**src/rtl/vfifo_sync_ctrl.sv**
```systemverilog
// Single-clock show-ahead FIFO controller driving an external simple dual-port RAM
// (write port A, registered-address/combinational-data port B). Optional flags: VFIFO_ALMOST_FLAGS_EN.
module vfifo_sync_ctrl #(
    parameter int DATA_WIDTH = 8,
    parameter int ADDR_WIDTH = 4,
    parameter int AF_THR     = 2,
    parameter int AE_THR     = 2
) (
    input  logic                  clk,
    input  logic                  rst,
    input  logic                  clear,
    input  logic                  wr_en,
    input  logic [DATA_WIDTH-1:0] wr_data,
    output logic                  full,
    input  logic                  rd_en,
    output logic [DATA_WIDTH-1:0] rd_data,
    output logic                  empty,
    output logic [ADDR_WIDTH:0]   fill,
    output logic                  ovf,
    output logic                  udf,
`ifdef VFIFO_ALMOST_FLAGS_EN
    output logic                  almost_full,
    output logic                  almost_empty,
`endif
    output logic [ADDR_WIDTH-1:0] ram_adr_a,
    output logic [DATA_WIDTH-1:0] ram_d_a,
    output logic                  ram_we_a,
    output logic [ADDR_WIDTH-1:0] ram_adr_b,
    input  logic [DATA_WIDTH-1:0] ram_q_b
);
    localparam int PW = ADDR_WIDTH + 1;

    // Handshake: a write is taken on any edge where wr_en=1 and full=0; a read consumes
    // rd_data on any edge where rd_en=1 and empty=0. Both flags are sampled before the edge.
    logic [PW-1:0] wr_ptr, rd_ptr;
    logic [PW-1:0] wr_ptr_nxt, rd_ptr_nxt;
    logic          wr_acc, rd_acc;

    assign empty = (wr_ptr == rd_ptr);
    assign full  = (wr_ptr[ADDR_WIDTH-1:0] == rd_ptr[ADDR_WIDTH-1:0]) &&
                   (wr_ptr[ADDR_WIDTH] != rd_ptr[ADDR_WIDTH]);
    assign fill  = wr_ptr - rd_ptr;

    assign wr_acc = wr_en & ~full  & ~clear & ~rst;
    assign rd_acc = rd_en & ~empty & ~clear & ~rst;

    always_comb begin
        wr_ptr_nxt = wr_ptr;
        rd_ptr_nxt = rd_ptr;
        if (clear) begin
            wr_ptr_nxt = '0;
            rd_ptr_nxt = '0;
        end else begin
            if (wr_acc) wr_ptr_nxt = wr_ptr + PW'(1);
            if (rd_acc) rd_ptr_nxt = rd_ptr + PW'(1);
        end
    end

    assign ram_we_a  = wr_acc;
    assign ram_adr_a = wr_ptr[ADDR_WIDTH-1:0];
    assign ram_d_a   = wr_data;
    // The RAM registers this address, so present the head the FIFO will have after the edge.
    assign ram_adr_b = rd_ptr_nxt[ADDR_WIDTH-1:0];
    assign rd_data   = ram_q_b;

    always_ff @(posedge clk or posedge rst) begin
        if (rst) begin
            wr_ptr <= '0;
            rd_ptr <= '0;
            ovf    <= 1'b0;
            udf    <= 1'b0;
        end else begin
            wr_ptr <= wr_ptr_nxt;
            rd_ptr <= rd_ptr_nxt;
            if (clear) begin
                ovf <= 1'b0;
                udf <= 1'b0;
            end else begin
                if (wr_en && full)  ovf <= 1'b1;
                if (rd_en && empty) udf <= 1'b1;
            end
        end
    end

`ifdef VFIFO_ALMOST_FLAGS_EN
    localparam logic [PW-1:0] AF_LEVEL = PW'((1 << ADDR_WIDTH) - AF_THR);
    localparam logic [PW-1:0] AE_LEVEL = PW'(AE_THR);

    logic [PW-1:0] fill_nxt;
    assign fill_nxt = wr_ptr_nxt - rd_ptr_nxt;

    always_ff @(posedge clk or posedge rst) begin
        if (rst) begin
            almost_full  <= 1'b0;
            almost_empty <= 1'b1;
        end else begin
            almost_full  <= (fill_nxt >= AF_LEVEL);
            almost_empty <= (fill_nxt <= AE_LEVEL);
        end
    end
`endif

endmodule
```
**config.mk**
```make
export PLATFORM = sky130hd
export DESIGN_NAME = vfifo_sync_ctrl
export DESIGN_NICKNAME = d
export VERILOG_FILES = /design/src/rtl/vfifo_sync_ctrl.sv
export SDC_FILE = /design/constraint.sdc
export NUM_CORES = 1
export LEC_CHECK = 0
export CAP_MARGIN = 20
export CELL_PAD_IN_SITES_DETAIL_PLACEMENT = 0
export CELL_PAD_IN_SITES_GLOBAL_PLACEMENT = 1
export CORE_UTILIZATION = 35
export DETAILED_ROUTE_END_ITERATION = 6
export DONT_BUFFER_PORTS = 1
export GPL_TIMING_DRIVEN = 0
export PLACE_DENSITY = 0.67
export SLEW_MARGIN = 25
export SYNTH_ARGS = -nofsm -noshare
export SYNTH_HDL_FRONTEND = slang
export SYNTH_SLANG_ARGS = --single-unit
export TNS_END_PERCENT = 5
```
**constraint.sdc**
```tcl
create_clock -name clk -period 2.65 [get_ports clk]
set_clock_uncertainty 0.05 [all_clocks]
set_input_delay 0.265 -clock clk [delete_from_list [all_inputs] [get_ports clk]]
set_output_delay 0.265 -clock clk [all_outputs]
set_load 0.01 [all_outputs]
```
==> impl_metrics.ini <==
[pwr]
power_frac_seq_pct = 48.4
power_density_nw_per_um2 = 384.8
pwr-share-comb_pct = 24.4
internal_power_w = 0.0002823
worst_ir_drop_vdd_mv = 0.2091
power_w = 0.0004006
p_switching_w = 0.0001184
clkPwrFrac_pct = 27.2
swShare_pct = 29.54
p_leak_nw = 0.5277

[flow_run]
max-cap-violations = 0

[grt]
grt-ovfl-total = 0
grt_pass1_vias = 664
antenna_found_initial = 0
grt_max_degree = 13
grt_usage_pct = 14.36
grt_pass1_wl_mm = 2.960

[critical_path]
r2r_cells = 5
r2r-start = wr_ptr[2]$_DFFE_PP0P_
reg2reg_slack_ns = 0.77
worst-path-buf-inv = 1
crit_family = simple AND/OR/NAND/NOR gates
worst_path_largest_cell_delay_ns = 0.44
critPathCaptureType = primary output
timing_worst_setup_path_type = flop to primary output
critPathMaxFanout = 8
cp.arrival_ns = 2.14
rr_endpoint = rd_ptr[1]$_DFF_PP0_
slowest_stage = dfrtp_1
critPathLaunchType = flop
cp.required_ns = 2.34
critical_path.cell_chain = ha_1 -> nand4_2 -> o21ai_2 -> or3_1 -> a21oi_1 -> buf_4

[worst_hold_path]
worst_hold_path.endpoint = rd_ptr[3]$_DFF_PP0_
whs_path_depth = 1
min_path_type = primary input to flop
holdCritStartpoint = clear

[place]
io_buffers = 0
dp_hpwl_mm = 1.408
postPlaceCellArea_um2 = 996.0
dp.cells = 136
gp_congestion = 0.7228

[yosys]
synth_largest_area_cell = dfrtp_1
synth_cells = 106
synth-seq-area-share_pct = 31.33
synthTopCellsByArea = dfrtp_1 (31%), buf_4 (19%), ha_1 (7.8%), nor2_1 (5.1%), xnor2_1 (4.6%)
syn_area_um2 = 958.4
yosysTopAreaCellShare_pct = 31.33
yosys_warnings = 0
synthAdderAreaFrac_pct = 9.922
synth-xor-area-share_pct = 10.84
synth_top_family_by_area = buffers and inverters
postSynthNetCount = 134
synth-compound-area-share_pct = 10.70
synth_mux_area_share_pct = 2.089
synth-seq-cells = 12
syn_area_per_cell_um2 = 9.042
ys_types = 23
yosys.area_share.simple_pct = 12.01

[detailed_routing]
postRouteAntennaNets = 0
drcViolationCount = 0
dr.pass1.iters = 2
wl_mm = 1.752
drt_iter0_markers = 5
viasPerCell = 5.064
avgRoutedWirePerCell_um = 12.43
vias = 714

[sta]
rsz0062_at_grt = yes
finalSetupViolations = 0
hold_viol_final = 0
period_share_pct = 92.75
fmax_mhz = 406.9
report.final.slew_viol_count = 0
fin_setup_tns_ns = 0
worst_pin_slew_ns = 0.5258
slew_headroom_pct = 64.69
fin_crit_ns = 2.458

[floorplanning]
start_util_pct = 38.00
die_h_um = 54.33
io_pins = 55
die_area_um2 = 2952
core_um2 = 2522
die_w_um = 54.33
fp-row-count = 18

[cells_and_area]
finalNonFillerCells = 141
final_nets = 141
drive_gt1_share_pct = 28.83
fin_util_pct = 41.27
area_growth_pct = 8.616
finalInstanceArea_um2 = 1041
fillers = 268
diodes = 0

[clock_tree]
numCtsBuffers = 3
clock_latency_ns = 0.27
postCtsSetupBuffers = 0
cts.clk_slew.worst_paths_ns = 0.07
htreeDepth = 1
clock-sinks = 12
root_buffer = clkbuf_4
cts_tree = built
cts_buffer_depth = 2

[run_status]
status = finished, final reports clean
[layout make-up]
cell class / instances / area, µm² / area share (%)
clock buffer: 3 / 22.52 / 2.163
buffer: 25 / 183.9 / 17.67
timing repair buffer: 2 / 20.02 / 1.923
multi-input combinational: 59 / 439.2 / 42.19
sequential: 12 / 300.3 / 28.85
inverter: 10 / 37.54 / 3.606
tap: 30 / 37.54 / 3.606
[layer usage]
layer | GRT usage [%] | vias to the layer above | share of wire (%)
met3 | 3.889 | 5 | 9.0
met4 | 6.410 | 0 | 1.4
met1 | 18.26 | 331 | 44
met5 | 0 | - | 0
li1 | - | 331 | -
met2 | 22.56 | 47 | 46
[synthesized netlist by cell type]
| cell | instances |
|---|---|
| nor2b_1 | 1 |
| nand3_1 | 1 |
| xor2_1 | 5 |
| dfrtp_1 | 12 |
| or3_1 | 2 |
| o21ai_0 | 2 |
| xnor2_1 | 5 |
| and2b_1 | 1 |
| ha_1 | 6 |
| and3_1 | 3 |
| clkbuf_1 | 1 |
| buf_4 | 24 |
| mux2i_1 | 2 |
| inv_1 | 10 |
| o21ai_2 | 2 |
| nand4_2 | 1 |
| xor2_2 | 1 |
| fa_1 | 1 |
| a21oi_1 | 6 |
| a21o_1 | 2 |
| nor2_1 | 13 |
| nand2_1 | 1 |
| o211ai_1 | 4 |
[layout by cell type (no fill, tap or decap)]
cell type	count
a21o_1	2
a21oi_1	6
and2b_1	1
and3_1	3
buf_4	24
clkbuf_1	1
clkbuf_4	3
dfrtp_1	12
dlygate4sd3_1	2
fa_1	1
ha_1	6
inv_1	10
mux2i_1	2
nand2_1	1
nand3_1	1
nand4_2	1
nor2_1	12
nor2_2	1
nor2b_1	1
o211ai_1	4
o21ai_0	2
o21ai_2	2
or3_1	2
xnor2_1	5
xor2_1	5
xor2_2	1
[through the flow]
stage	hold slack (ns)	setup slack [ns]
2_1_floorplan	0.07970	0.6276
3_3_place_gp	0.1474	0.4308
3_5_place_dp	0.1557	0.4291
4_1_cts	0.006234	0.1204
5_1_grt	0.002261	-0.01017
6_report	0.01490	0.1921
[power groups by stage]
| stage | Clock (W) | Combinational, W | Sequential [W] |
|---|---|---|---|
| after global routing | 0.000127 | 0.000110 | 0.000195 |
| after floorplan | 0 | 0.0000835 | 0.000196 |
| after detailed placement | 0 | 0.0000954 | 0.000198 |
| final | 0.000109 | 0.0000976 | 0.000194 |
| after CTS | 0.000116 | 0.0000981 | 0.000194 |
| after global placement | 0 | 0.0000947 | 0.000198 |
[worst max path at each step]
stage	endpoint	cells after the start	startpoint	slack, ns
3_5_place_dp	ram_adr_b[2]	6	wr_ptr[2]$_DFFE_PP0P_	0.43
4_1_cts	ram_adr_b[2]	6	wr_ptr[2]$_DFFE_PP0P_	0.12
6_report	ram_adr_b[3]	6	wr_ptr[2]$_DFFE_PP0P_	0.19
3_3_place_gp	ram_adr_b[2]	6	wr_ptr[2]$_DFFE_PP0P_	0.43
5_1_grt	ram_adr_b[3]	7	rd_ptr[2]$_DFF_PP0_	-0.01
2_1_floorplan	ram_adr_b[2]	6	wr_ptr[2]$_DFFE_PP0P_	0.63
[registers in the layout, summed over array words and instances (netlist names)]
register  flops
ovf           1
rd_ptr        5
udf           1
wr_ptr        5
[kinds of logic after synthesis]
family | Yosys count
buf+inv | 35
simple gates | 23
compound gates | 16
flops | 12
xor+xnor | 11
fa+ha+maj | 7
mux | 2
[what timing repair did]
item | 4_1_cts | 5_1_grt
endpoints found under the setup margin | 0 | 1
resized for setup | 0 | 1
hold endpoints to repair | 13 | 0
hold buffers | 2 | 0
Note: power is estimated with default switching activity, not from simulation.
